===== src/rtl/axi4_retime_pkg.sv =====
// Shared channel indices and payload width helpers for the AXI4 retiming slice.
package axi4_retime_pkg;

    localparam int CH_AW  = 0;
    localparam int CH_W   = 1;
    localparam int CH_B   = 2;
    localparam int CH_AR  = 3;
    localparam int CH_R   = 4;
    localparam int NUM_CH = 5;

    localparam int AXI_LEN_W   = 8;
    localparam int AXI_BURST_W = 2;
    localparam int AXI_RESP_W  = 2;

    // Address payload: {addr, id, len, burst}; shared by AW and AR.
    function automatic int ax_width(input int addr_w, input int id_w);
        return addr_w + id_w + AXI_LEN_W + AXI_BURST_W;
    endfunction

    // Write data payload: {data, strb, last}.
    function automatic int w_width(input int data_w);
        return data_w + data_w / 8 + 1;
    endfunction

    // Write response payload: {resp, id}.
    function automatic int b_width(input int id_w);
        return AXI_RESP_W + id_w;
    endfunction

    // Read data payload: {data, resp, id, last}.
    function automatic int r_width(input int data_w, input int id_w);
        return data_w + AXI_RESP_W + id_w + 1;
    endfunction

endpackage


===== src/rtl/axi4_retime_fifo.sv =====
// Registered-handshake FIFO: ready and valid come purely from the stored count,
// so both sides of the channel are cut into separate timing paths.
module axi4_retime_fifo #(
    parameter int WIDTH = 8,
    parameter int DEPTH = 2
) (
    input  logic             clk_i,
    input  logic             rst_i,
    input  logic             src_valid_i,
    output logic             src_ready_o,
    input  logic [WIDTH-1:0] src_data_i,
    output logic             snk_valid_o,
    input  logic             snk_ready_i,
    output logic [WIDTH-1:0] snk_data_o,
    output logic             empty_o
);

    localparam int PTR_W = $clog2(DEPTH);
    localparam logic [PTR_W:0]   FULL_COUNT = (PTR_W + 1)'(DEPTH);
    localparam logic [PTR_W-1:0] LAST_PTR   = PTR_W'(DEPTH - 1);

    logic [PTR_W-1:0] wr_ptr_q, wr_ptr_d;
    logic [PTR_W-1:0] rd_ptr_q, rd_ptr_d;
    logic [PTR_W:0]   count_q, count_d;
    logic [WIDTH-1:0] mem_q [DEPTH];
    logic             push;
    logic             pop;

    // A pop while full does not open ready in the same cycle.
    assign src_ready_o = (count_q < FULL_COUNT);
    assign snk_valid_o = (count_q != '0);
    assign empty_o     = (count_q == '0);
    assign push        = src_valid_i && src_ready_o;
    assign pop         = snk_valid_o && snk_ready_i;
    assign snk_data_o  = mem_q[rd_ptr_q];

    always_comb begin
        wr_ptr_d = wr_ptr_q;
        rd_ptr_d = rd_ptr_q;
        count_d  = count_q;
        if (push) begin
            wr_ptr_d = (wr_ptr_q == LAST_PTR) ? '0 : wr_ptr_q + 1'b1;
        end
        if (pop) begin
            rd_ptr_d = (rd_ptr_q == LAST_PTR) ? '0 : rd_ptr_q + 1'b1;
        end
        if (push && !pop) begin
            count_d = count_q + 1'b1;
        end else if (pop && !push) begin
            count_d = count_q - 1'b1;
        end
    end

    always_ff @(posedge clk_i or posedge rst_i) begin
        if (rst_i) begin
            wr_ptr_q <= '0;
            rd_ptr_q <= '0;
            count_q  <= '0;
        end else begin
            wr_ptr_q <= wr_ptr_d;
            rd_ptr_q <= rd_ptr_d;
            count_q  <= count_d;
        end
    end

    // Storage is deliberately left out of reset; emptied pointers make it unreachable.
    always_ff @(posedge clk_i) begin
        if (push) begin
            mem_q[wr_ptr_q] <= src_data_i;
        end
    end

endmodule


===== src/rtl/axi4_retime_param.sv =====
// AXI4 register slice: each of the five channels is either a FIFO buffer or a
// plain wire-through, chosen per channel by PASS_MASK.
module axi4_retime_param
    import axi4_retime_pkg::*;
#(
    parameter int         ADDR_W    = 32,
    parameter int         DATA_W    = 32,
    parameter int         ID_W      = 4,
    parameter int         DEPTH     = 2,
    parameter logic [4:0] PASS_MASK = 5'b00000
) (
    input  logic                clk_i,
    input  logic                rst_i,

    input  logic                inport_awvalid_i,
    input  logic [ADDR_W-1:0]   inport_awaddr_i,
    input  logic [ID_W-1:0]     inport_awid_i,
    input  logic [7:0]          inport_awlen_i,
    input  logic [1:0]          inport_awburst_i,
    output logic                inport_awready_o,
    input  logic                inport_wvalid_i,
    input  logic [DATA_W-1:0]   inport_wdata_i,
    input  logic [DATA_W/8-1:0] inport_wstrb_i,
    input  logic                inport_wlast_i,
    output logic                inport_wready_o,
    output logic                inport_bvalid_o,
    output logic [1:0]          inport_bresp_o,
    output logic [ID_W-1:0]     inport_bid_o,
    input  logic                inport_bready_i,
    input  logic                inport_arvalid_i,
    input  logic [ADDR_W-1:0]   inport_araddr_i,
    input  logic [ID_W-1:0]     inport_arid_i,
    input  logic [7:0]          inport_arlen_i,
    input  logic [1:0]          inport_arburst_i,
    output logic                inport_arready_o,
    output logic                inport_rvalid_o,
    output logic [DATA_W-1:0]   inport_rdata_o,
    output logic [1:0]          inport_rresp_o,
    output logic [ID_W-1:0]     inport_rid_o,
    output logic                inport_rlast_o,
    input  logic                inport_rready_i,

    output logic                outport_awvalid_o,
    output logic [ADDR_W-1:0]   outport_awaddr_o,
    output logic [ID_W-1:0]     outport_awid_o,
    output logic [7:0]          outport_awlen_o,
    output logic [1:0]          outport_awburst_o,
    input  logic                outport_awready_i,
    output logic                outport_wvalid_o,
    output logic [DATA_W-1:0]   outport_wdata_o,
    output logic [DATA_W/8-1:0] outport_wstrb_o,
    output logic                outport_wlast_o,
    input  logic                outport_wready_i,
    input  logic                outport_bvalid_i,
    input  logic [1:0]          outport_bresp_i,
    input  logic [ID_W-1:0]     outport_bid_i,
    output logic                outport_bready_o,
    output logic                outport_arvalid_o,
    output logic [ADDR_W-1:0]   outport_araddr_o,
    output logic [ID_W-1:0]     outport_arid_o,
    output logic [7:0]          outport_arlen_o,
    output logic [1:0]          outport_arburst_o,
    input  logic                outport_arready_i,
    input  logic                outport_rvalid_i,
    input  logic [DATA_W-1:0]   outport_rdata_i,
    input  logic [1:0]          outport_rresp_i,
    input  logic [ID_W-1:0]     outport_rid_i,
    input  logic                outport_rlast_i,
    output logic                outport_rready_o,

    output logic                idle_o
);

    localparam int AW_W = ax_width(ADDR_W, ID_W);
    localparam int W_W  = w_width(DATA_W);
    localparam int B_W  = b_width(ID_W);
    localparam int AR_W = ax_width(ADDR_W, ID_W);
    localparam int R_W  = r_width(DATA_W, ID_W);

    logic [AW_W-1:0]   aw_src_data, aw_snk_data;
    logic [W_W-1:0]    w_src_data,  w_snk_data;
    logic [B_W-1:0]    b_src_data,  b_snk_data;
    logic [AR_W-1:0]   ar_src_data, ar_snk_data;
    logic [R_W-1:0]    r_src_data,  r_snk_data;
    logic [NUM_CH-1:0] ch_empty;

    // B and R flow downstream-to-upstream, so their source is the outport side.
    assign aw_src_data = {inport_awaddr_i, inport_awid_i, inport_awlen_i, inport_awburst_i};
    assign w_src_data  = {inport_wdata_i, inport_wstrb_i, inport_wlast_i};
    assign b_src_data  = {outport_bresp_i, outport_bid_i};
    assign ar_src_data = {inport_araddr_i, inport_arid_i, inport_arlen_i, inport_arburst_i};
    assign r_src_data  = {outport_rdata_i, outport_rresp_i, outport_rid_i, outport_rlast_i};

    assign {outport_awaddr_o, outport_awid_o, outport_awlen_o, outport_awburst_o} = aw_snk_data;
    assign {outport_wdata_o, outport_wstrb_o, outport_wlast_o}                     = w_snk_data;
    assign {inport_bresp_o, inport_bid_o}                                          = b_snk_data;
    assign {outport_araddr_o, outport_arid_o, outport_arlen_o, outport_arburst_o} = ar_snk_data;
    assign {inport_rdata_o, inport_rresp_o, inport_rid_o, inport_rlast_o}         = r_snk_data;

    if (PASS_MASK[CH_AW]) begin : g_aw_pass
        assign outport_awvalid_o = inport_awvalid_i;
        assign inport_awready_o  = outport_awready_i;
        assign aw_snk_data       = aw_src_data;
        assign ch_empty[CH_AW]   = 1'b1;
    end else begin : g_aw_fifo
        axi4_retime_fifo #(.WIDTH(AW_W), .DEPTH(DEPTH)) u_fifo (
            .clk_i(clk_i), .rst_i(rst_i),
            .src_valid_i(inport_awvalid_i), .src_ready_o(inport_awready_o), .src_data_i(aw_src_data),
            .snk_valid_o(outport_awvalid_o), .snk_ready_i(outport_awready_i), .snk_data_o(aw_snk_data),
            .empty_o(ch_empty[CH_AW])
        );
    end

    if (PASS_MASK[CH_W]) begin : g_w_pass
        assign outport_wvalid_o = inport_wvalid_i;
        assign inport_wready_o  = outport_wready_i;
        assign w_snk_data       = w_src_data;
        assign ch_empty[CH_W]   = 1'b1;
    end else begin : g_w_fifo
        axi4_retime_fifo #(.WIDTH(W_W), .DEPTH(DEPTH)) u_fifo (
            .clk_i(clk_i), .rst_i(rst_i),
            .src_valid_i(inport_wvalid_i), .src_ready_o(inport_wready_o), .src_data_i(w_src_data),
            .snk_valid_o(outport_wvalid_o), .snk_ready_i(outport_wready_i), .snk_data_o(w_snk_data),
            .empty_o(ch_empty[CH_W])
        );
    end

    if (PASS_MASK[CH_B]) begin : g_b_pass
        assign inport_bvalid_o  = outport_bvalid_i;
        assign outport_bready_o = inport_bready_i;
        assign b_snk_data       = b_src_data;
        assign ch_empty[CH_B]   = 1'b1;
    end else begin : g_b_fifo
        axi4_retime_fifo #(.WIDTH(B_W), .DEPTH(DEPTH)) u_fifo (
            .clk_i(clk_i), .rst_i(rst_i),
            .src_valid_i(outport_bvalid_i), .src_ready_o(outport_bready_o), .src_data_i(b_src_data),
            .snk_valid_o(inport_bvalid_o), .snk_ready_i(inport_bready_i), .snk_data_o(b_snk_data),
            .empty_o(ch_empty[CH_B])
        );
    end

    if (PASS_MASK[CH_AR]) begin : g_ar_pass
        assign outport_arvalid_o = inport_arvalid_i;
        assign inport_arready_o  = outport_arready_i;
        assign ar_snk_data       = ar_src_data;
        assign ch_empty[CH_AR]   = 1'b1;
    end else begin : g_ar_fifo
        axi4_retime_fifo #(.WIDTH(AR_W), .DEPTH(DEPTH)) u_fifo (
            .clk_i(clk_i), .rst_i(rst_i),
            .src_valid_i(inport_arvalid_i), .src_ready_o(inport_arready_o), .src_data_i(ar_src_data),
            .snk_valid_o(outport_arvalid_o), .snk_ready_i(outport_arready_i), .snk_data_o(ar_snk_data),
            .empty_o(ch_empty[CH_AR])
        );
    end

    if (PASS_MASK[CH_R]) begin : g_r_pass
        assign inport_rvalid_o  = outport_rvalid_i;
        assign outport_rready_o = inport_rready_i;
        assign r_snk_data       = r_src_data;
        assign ch_empty[CH_R]   = 1'b1;
    end else begin : g_r_fifo
        axi4_retime_fifo #(.WIDTH(R_W), .DEPTH(DEPTH)) u_fifo (
            .clk_i(clk_i), .rst_i(rst_i),
            .src_valid_i(outport_rvalid_i), .src_ready_o(outport_rready_o), .src_data_i(r_src_data),
            .snk_valid_o(inport_rvalid_o), .snk_ready_i(inport_rready_i), .snk_data_o(r_snk_data),
            .empty_o(ch_empty[CH_R])
        );
    end

    // Wire-through channels report empty, so an all-pass slice is always idle.
    assign idle_o = &ch_empty;

endmodule


===== config.mk =====
export PLATFORM = sky130hd
export DESIGN_NAME = axi4_retime_param
export DESIGN_NICKNAME = d
export VERILOG_FILES = /design/src/rtl/axi4_retime_pkg.sv /design/src/rtl/axi4_retime_fifo.sv /design/src/rtl/axi4_retime_param.sv
export SDC_FILE = /design/constraint.sdc
export NUM_CORES = 1
export LEC_CHECK = 0
export CAP_MARGIN = 10
export CORE_AREA = 2 2 141 211
export DETAILED_ROUTE_END_ITERATION = 12
export DIE_AREA = 0 0 143 213
export GPL_ROUTABILITY_DRIVEN = 0
export PLACE_DENSITY = 0.9
export SLEW_MARGIN = 20
export SYNTH_ARGS = -nofsm -noshare
export SYNTH_HDL_FRONTEND = slang
export SYNTH_SLANG_ARGS = --single-unit

===== constraint.sdc =====
create_clock -name clk_i -period 3.9 [get_ports clk_i]
set_input_delay 0.78 -clock clk_i [delete_from_list [all_inputs] [get_ports clk_i]]
set_output_delay 0.78 -clock clk_i [all_outputs]
set_load 0.005 [all_outputs]

### Word-level counts from Yosys, hierarchy flattened

Memory sizes are Yosys's and may differ from the RTL's.
Cells that the tools add are included.

| word-level totals | value |
|---|---|
| register bits | 20 |
| bits in latches | 0 |
| memory bits (writable) | 348 |
| memory bits (read-only) | 0 |
| input port bits | 186 |
| output and inout port bits | 185 |
| logic and storage cells | 121 |
| memories kept | 5 |

Memories:

| memory | depth | bits a word | rd ports | clocked after Yosys merged registers in | wr ports | RTL line | text |
|---|---|---|---|---|---|---|---|
| g_ar_fifo.u_fifo.mem_q | 2 | 46 | 1 | 0 | 1 | axi4_retime_fifo.sv:25 | `logic [WIDTH-1:0] mem_q [DEPTH];` |
| g_aw_fifo.u_fifo.mem_q | 2 | 46 | 1 | 0 | 1 | axi4_retime_fifo.sv:25 |  |
| g_r_fifo.u_fifo.mem_q | 2 | 39 | 1 | 0 | 1 | axi4_retime_fifo.sv:25 |  |
| g_w_fifo.u_fifo.mem_q | 2 | 37 | 1 | 0 | 1 | axi4_retime_fifo.sv:25 |  |
| g_b_fifo.u_fifo.mem_q | 2 | 6 | 1 | 0 | 1 | axi4_retime_fifo.sv:25 |  |

| operators by class | value |
|---|---|
| $add $sub $neg | 20 |
| multiply operators | 0 |
| div/mod/pow operators | 0 |
| order comparisons | 5 |
| eq/ne operators | 0 |
| shifts and indexed selects | 0 |
| mux-type cells | 30 |
| bitwise logic cells | 0 |
| reduce and logical (&&, ||, !) cells | 46 |

Operator list:

| operator | count |
|---|---|
| 1-bit logical AND | 20 |
| 1-bit 2-to-1 mux | 20 |
| 2-bit 2-to-1 mux | 10 |
| 2-bit nonzero test | 10 |
| 1-bit adder, second input constant | 10 |
| 2-bit by 1-bit adder with 2-bit output, second input constant | 5 |
| 1-bit zero test | 10 |
| 2-bit zero test | 5 |
| 2-bit < comparator, second input constant | 5 |
| 2-bit by 1-bit subtractor with 2-bit output, second input constant | 5 |
| 5-bit AND reduction | 1 |

### Logic depth before layout (Yosys ltp)

Gate-level depths: netlist of run 1.

| depth | value |
|---|---|
| depth after elaboration | 6 |
| gate-level depth with buffers | 6 |

### Modules after synthesis

Synthesis of run 1 repeated with hierarchy kept, for this count alone.

| unflattened totals | value |
|---|---|
| cells, all modules | 639 |
| area, all modules | 13928.4 um^2 |

By module, submodules not included:

| module | instances | cells an instance | area an instance (um^2) |
|---|---|---|---|
| axi4_retime_fifo at g_ar_fifo.u_fifo ... | 2 | 162 | 3643.5 |
| axi4_retime_fifo at g_r_fifo.u_fifo | 1 | 140 | 3031.7 |
| axi4_retime_fifo at g_w_fifo.u_fifo | 1 | 134 | 2952.8 |
| axi4_retime_fifo at g_b_fifo.u_fifo | 1 | 38 | 644.4 |
| axi4_retime_param | 1 | 3 | 12.5 |

### Least setup slack after synthesis of run 1

Ideal clock, no wire load.

| timing | value |
|---|---|
| path kind | input-to-reg |
| start point | in inport_arvalid_i |
| end point | mem g_ar_fifo.u_fifo.mem_q[0][0] (netlist bit), enable pin |
| library setup time | 455 ps |
| data arrival time | 3112 ps |
| data required time | 3445 ps |
| setup slack | 333 ps |
| stages | 2 |
| buffers on the path | 0 |
| path through | nor2b_1 nor2b_1 |

| between the ends | value |
|---|---|
| longest elaborated chain between the ends | 3 |

Ends and longest elaborated chain:

| what | RTL line | text |
|---|---|---|
| start: declaration | axi4_retime_param.sv:30 | `input logic inport_arvalid_i,` |
| 1-bit logical AND | axi4_retime_fifo.sv:33 | `assign push = src_valid_i && src_ready_o;` |
| 1-bit 2-to-1 mux | axi4_retime_fifo.sv:68 | `if (push) begin` |
| 1-bit 2-to-1 mux (not written as such) | axi4_retime_fifo.sv:69 | `mem_q[wr_ptr_q] <= src_data_i;` |
| end: declaration | axi4_retime_fifo.sv:25 |  |

No other way between the ends.

### Worst setup path in the final report of run 1

| timing | value |
|---|---|
| start point | reg g_ar_fifo.u_fifo.rd_ptr_q |
| end point | out outport_araddr_o[24] |

| between the ends | value |
|---|---|
| longest elaborated chain between the ends | 1 |

Ends and longest elaborated chain:

| what | RTL line | text |
|---|---|---|
| start: declaration | axi4_retime_fifo.sv:23 | `logic [PTR_W-1:0] rd_ptr_q, rd_ptr_d;` |
| start signal: assignment | axi4_retime_fifo.sv:61 | `rd_ptr_q <= rd_ptr_d;` |
| memory read 2 x 46 bit | -- |  |
| end: declaration | axi4_retime_param.sv:59 | `output logic [ADDR_W-1:0] outport_araddr_o,` |

No other way between the ends.

==> results of run 1 <==
-- per-layer routing --
| layer | vias up | track usage |
|---|---|---|
| met1 | 3597 | 0.201 |
| met4 | 0 | 0.0997 |
| li1 | 3247 | - |
| met5 | - | 0 |
| met3 | 78 | 0.0458 |
| met2 | 310 | 0.361 |
-- layout make-up --
class,count,area share
diodes,2,0.000265
clock buffers,46,0.0518
clock inverters,15,0.0106
inverters,6,0.00119
multi-input cells,236,0.130
flip-flops and latches,368,0.579
well taps,390,0.0258
repair buffers,383,0.201
-- power groups by stage --
stage | logic [mW] | clock network (mW) | registers, mW
2_1_floorplan | 2.06 | 0 | 5.46
3_3_place_gp | 4.01 | 0 | 5.62
3_5_place_dp | 4.09 | 0 | 5.70
4_1_cts | 4.14 | 3.54 | 5.62
5_1_grt | 4.33 | 3.68 | 5.69
6_report | 4.08 | 3.47 | 5.61
-- metrics by stage --
| step | std cells | utilization | hold WS (ns) |
|---|---|---|---|
| after floorplan | 629 | - | 0.455 |
| after global placement | 1383 | 0.619 | 0.475 |
| after detailed placement | 1383 | 0.619 | 0.491 |
| after CTS | 1444 | 0.661 | 0.502 |
| after global routing | 1445 | 0.661 | 0.543 |
| final | 1446 | 0.661 | 0.501 |
-- synthesized netlist by cell type (5+ instances only) --
master / instances
mux2_2: 174
nand2_1: 5
xor2_1: 10
nor2b_1: 10
nor2_1: 5
dfrtp_1: 20
ha_1: 5
buf_2: 8
inv_1: 6
edfxtp_1: 348
and2_1: 5
xnor2_1: 15
buf_6: 8
-- worst paths after layout --
check                                                  from                            end  slack [ns]  cells past startpoint
worst min-delay path               g_b_fifo.u_fifo.wr_ptr_q       g_b_fifo.u_fifo.wr_ptr_q        0.50                      1
min in group asynchronous                             rst_i     g_r_fifo.u_fifo.count_q[1]        0.68                      2
worst max-delay path              g_ar_fifo.u_fifo.rd_ptr_q           outport_araddr_o[24]        0.69                      3
worst max register to register  g_aw_fifo.u_fifo.count_q[1]  g_aw_fifo.u_fifo.mem_q[1][41]        1.87                      3
max in group asynchronous                             rst_i      g_aw_fifo.u_fifo.rd_ptr_q        2.76                      2
worst min register to register     g_b_fifo.u_fifo.wr_ptr_q       g_b_fifo.u_fifo.wr_ptr_q        0.50                      1
-- sequential cells by signal, indices dropped and copies added (netlist names), 12 cells and up --
name and flops:
g_r_fifo.u_fifo.mem_q 78, g_aw_fifo.u_fifo.mem_q 92, g_w_fifo.u_fifo.mem_q 74, g_ar_fifo.u_fifo.mem_q 92
g_b_fifo.u_fifo.mem_q 12
-- logic make-up after synthesis --
| family | Yosys count |
|---|---|
| mux | 174 |
| buf+inv | 25 |
| xor+xnor | 25 |
| simple gates | 32 |
| flops | 368 |
| fa+ha+maj | 5 |
-- worst max-delay path: stages (launching register included) --
cell	delay, ns
dfrtp_2	0.72
buf_4	0.34
mux2_2	0.36
clkdlybuf4s50_1	0.48
==> flow_metrics.tcl, run 1 <==
set metrics [dict create \
    status "finished, final reports clean" \
    ys.flop_type "edfxtp_1" \
    areaGrowthSynthToFinish_pct 39.5 \
    placed_area_mm2 0.0177 \
    post_cts_resized 0 \
    grt_max_degree 47 \
    drt_iter0_drc 334 \
    syn-num-nets 820 \
    drc_errors 0 \
    dr_wl_met3_um 1850 \
    path_max_fanout 24 \
    core_mm2 0.0286 \
    clock-sinks 368 \
    die_area_mm2 0.0305 \
    synth.distinct_cells 18 \
    met2_wirelength_um 16900 \
    cp.required_ns 3.12 \
    die_w_um 143 \
    initial_core_util 0.474 \
    ys_ff_latch 368 \
    internal_power_mw 9.79 \
    critical_path_arrival_ns 2.43 \
    synth_top_family_by_area "multiplexers" \
    wl_per_cell_um 21.1 \
    cap_viol_max_count 0 \
    finalSetupViolCount 0 \
    avgSynthCellArea_um2 21.5 \
    cts_max_level 2 \
    mostFrequentLayoutCell "clkdlybuf4s50_1" \
    yosys.area_share.simple 0.0138 \
    p_clk_frac 0.264 \
    synth_edf_count 348 \
    rsz0062_at_grt "no" \
    synth_mux_area_frac 0.145 \
    synth_adder_area_share 0.00462 \
    p_seq_frac 0.426 \
    layout_common_cells "clkdlybuf4s50_1 (370), edfxtp_1 (348), mux2_2 (174)" \
    seqCellArea_mm2 0.0110 \
    final_max_slew_viol_count 0 \
    cts_hold_buf 0 \
    rows 76 \
    p_sw_frac 0.256 \
    highest_layer "met4" \
    drtPass1Iterations 6 \
    synth_xor_xnor_area_share 0.0162 \
    synth-async-reset-ratio 0.0543 \
    clock_skew_ns 0.0147 \
    met1_length_um 10400 \
    crit_path_end_kind "primary output" \
    stdcell_area_mm2 0.0189 \
    fmax_mhz 311 \
    path_clk_slew_ns 0.07 \
    power_mw 13.2 \
    root_buffer "clkbuf_16" \
    cts_made_buffers 34 \
    slew-limit-headroom 0.388 \
    hold_viol_final 0 \
    grt_pass1_wl_um 44100 \
    drt_wl_total_um 30500 \
    first_global_vias 7858 \
    path_class "register to primary output" \
    drt-vias-per-instance 5.00 \
    yosys-top-cells-area "edfxtp_1 (77%), mux2_2 (14%), dfrtp_1 (3.7%)" \
    yosys_warnings 0 \
    synth-seq-area-share 0.808 \
    fillers 1822 \
    synth-compound-area-share 0 \
    tritoncts "yes" \
    setup_tns_ns 0 \
    place_ws_ns 0.974 \
    drive_gt1_frac 0.240 \
    worst_slew_pin_slew_ns 0.913 \
    critPathLaunchType "register" \
    track_usage 0.194 \
    die_h_um 213 \
    synthCells 629 \
    synth_top_area_cell "edfxtp_1" \
    period_needed_ns 3.21 \
    p_comb_frac 0.310 \
    io_buffers 370 \
    dp_hpwl_um 21100 \
    clock_latency_ns 0.52 \
    gr-total-overflow 0 \
    p_leak_nw 6.43 \
    setup_ws_ns 0.686 \
    vias 7232 \
    antenna_found_initial 2 \
    ant_nets 0 \
    period_share 0.824 \
    clock_path_buffers 3 \
    multi_input_area_mm2 0.00246 \
    switchingPower_mw 3.37 \
    synth_top_area_frac 0.771 \
    synth_area_mm2 0.0136 \
    hp-class "register to register" \
    ir_worst_vdd_mv 0.519 \
    nets 1220 \
    cts_setup_buffers 0 \
    io_pins 371 \
    power.density_mw_per_mm2 696 \
]
(Power assumes the default switching activity.)
==> inputs of run 2 (changes only) <==
--- a/config.mk
+++ b/config.mk
@@ -6,11 +6,11 @@
 export NUM_CORES = 1
 export LEC_CHECK = 0
 export CAP_MARGIN = 10
-export CORE_AREA = 2 2 141 211
+export CORE_AREA = 2 2 148 223
 export DETAILED_ROUTE_END_ITERATION = 12
-export DIE_AREA = 0 0 143 213
+export DIE_AREA = 0 0 150 225
 export GPL_ROUTABILITY_DRIVEN = 0
-export PLACE_DENSITY = 0.9
+export PLACE_DENSITY = 0.86
 export SLEW_MARGIN = 20
 export SYNTH_ARGS = -nofsm -noshare
 export SYNTH_HDL_FRONTEND = slang
==> constraint.sdc (replaced) <==
create_clock -name clk_i -period 2.6 [get_ports clk_i]
set_input_delay 0.52 -clock clk_i [delete_from_list [all_inputs] [get_ports clk_i]]
set_output_delay 0.52 -clock clk_i [all_outputs]
set_load 0.005 [all_outputs]
==> flow_metrics.tcl, run 2 (synthesis results as in run 1) <==
set metrics [dict create \
    status "finished, final reports clean" \
    rows 80 \
    wl_per_cell_um 20.1 \
    path_max_fanout 29 \
    gr-usage-met1 0.164 \
    met3_usage 0.0445 \
    crit_path_end_kind "primary output" \
    internal_power_mw 14.5 \
    grt_util_met2 0.318 \
    die_h_um 225 \
    io_pins 371 \
    hold_viol_final 0 \
    critical_path_arrival_ns 2.01 \
    track_usage 0.166 \
    cap_viol_max_count 0 \
    final_max_slew_viol_count 0 \
    place_ws_ns 0.459 \
    drtPass1Iterations 4 \
    finish.utilization 0.602 \
    cts_hold_buf 0 \
    vias 7167 \
    clock_skew_ns 0.0194 \
    nets 1228 \
    final_cells 1473 \
    ir_worst_vdd_mv 0.669 \
    dp_hpwl_um 20300 \
    slew-limit-headroom 0.661 \
    clock_path_buffers 3 \
    power_mw 19.6 \
    cts_max_level 2 \
    layout_common_cells "clkdlybuf4s50_1 (368), edfxtp_1 (348), mux2_2 (174)" \
    hp-class "primary input to asynchronous set/reset pin" \
    p_seq_frac 0.418 \
    root_buffer "clkbuf_16" \
    cp.required_ns 2.08 \
    reg_top3 "g_ar_fifo.u_fifo.mem_q (92), g_aw_fifo.u_fifo.mem_q (92), g_r_fifo.u_fifo.mem_q (78)" \
    gr-total-overflow 0 \
    cts_made_buffers 35 \
    p_leak_nw 6.47 \
    tritoncts "yes" \
    path_class "register to primary output" \
    antenna_found_initial 2 \
    worst_slew_pin_slew_ns 0.507 \
    hold_slack_ns 0.369 \
    reg2reg_slack_ns 1.04 \
    first_global_vias 7753 \
    core_mm2 0.0316 \
    p_comb_frac 0.334 \
    die_area_mm2 0.0338 \
    die_w_um 150 \
    fmax_mhz 395 \
    dp_cells 1407 \
    drt_wl_total_um 29600 \
    power.density_mw_per_mm2 1030 \
    switchingPower_mw 5.06 \
    clock-sinks 368 \
    grt_pass1_wl_um 42300 \
    period_needed_ns 2.53 \
    drc_errors 0 \
    rsz0062_at_grt "yes" \
    p_clk_frac 0.249 \
    mostFrequentLayoutCell "clkdlybuf4s50_1" \
    drive_gt1_frac 0.242 \
    p_sw_frac 0.258 \
    drt-vias-per-instance 4.87 \
    path_clk_slew_ns 0.07 \
    top_usage_layer "met2" \
    finalSetupViolCount 0 \
    ant_nets 0 \
    areaGrowthSynthToFinish_pct 40.5 \
    setup_ws_ns 0.0690 \
    period_share 0.973 \
    drt_iter0_drc 333 \
    grt_max_degree 47 \
    clock_latency_ns 0.51 \
    initial_core_util 0.428 \
    io_buffers 370 \
    critPathLaunchType "register" \
]
run 2: cell count changes in the layout (fill, tap and decap cells not counted), sizes merged:
cell	before	now
buf	13	19
bufinv	5	3
clkbuf	46	43
clkdlybuf4s50	370	368
clkinv	9	11
clkinvlp	2	3
dlygate4sd2	0	2
inv	5	8
run 2: metrics by stage:
stage	setup TNS [ns]	cell area (µm²)
final	0	19000
after CTS	0	19000
after detailed placement	0	17900
after global placement	0	17900
after floorplan	0	13600
after global routing	-0.0273	19000
run 2: cell type report:
type	instances	area, µm²
flip-flops and latches	368	11000
multi-input cells	236	2460
diodes	2	5.00
clock inverters	19	176
clock buffers	42	912
fillers	2316	12600
repair buffers	390	4000
inverters	6	22.5
well taps	410	513
run 2: critical path, stage by stage, from the launching register on:
cell and delay [ns]:
dfrtp_2 0.43, buf_12 0.21, mux2_2 0.36, clkdlybuf4s50_1 0.48
run 2: metal layers:
layer,part of all wire,wire (µm)
met3,0.068,2010
met1,0.33,9770
met2,0.56,16700
met5,0,0
met4,0.039,1160
run 2: path summary, 6_finish.rpt:
path	depth (start not counted)	from	to
min in group clk_i	1	g_b_fifo.u_fifo.wr_ptr_q	g_b_fifo.u_fifo.wr_ptr_q
worst max register to register	5	g_ar_fifo.u_fifo.count_q[0]	g_ar_fifo.u_fifo.count_q[1]
worst max-delay path	3	g_ar_fifo.u_fifo.rd_ptr_q	outport_araddr_o[7]
worst min register to register	1	g_b_fifo.u_fifo.wr_ptr_q	g_b_fifo.u_fifo.wr_ptr_q
max in group asynchronous	3	rst_i	g_aw_fifo.u_fifo.rd_ptr_q
worst min-delay path	3	rst_i	g_r_fifo.u_fifo.wr_ptr_q
run 2: repair_timing:
action	4_1_cts	5_1_grt
resized for setup	3	2
endpoints found under the setup margin	69	40
setup buffers	2	0
cloned	0	1
run 2: power groups by stage:
stage / clock (mW) / sequential (mW) / combinational [mW]
4_1_cts: 4.99 / 8.19 / 6.61
5_1_grt: 5.19 / 8.30 / 6.97
3_5_place_dp: 0 / 8.33 / 6.49
3_3_place_gp: 0 / 8.23 / 6.39
6_report: 4.87 / 8.19 / 6.54
2_1_floorplan: 0 / 8.18 / 3.10
==> inputs of run 3 (changes only) <==
--- a/config.mk
+++ b/config.mk
@@ -10,6 +10,7 @@
 export DETAILED_ROUTE_END_ITERATION = 12
 export DIE_AREA = 0 0 150 225
 export GPL_ROUTABILITY_DRIVEN = 0
+export HOLD_SLACK_MARGIN = 0.06
 export PLACE_DENSITY = 0.86
 export SLEW_MARGIN = 20
 export SYNTH_ARGS = -nofsm -noshare
==> results of run 3 <==
No change in the layout: final DEF, timing and power equal those of run 2.
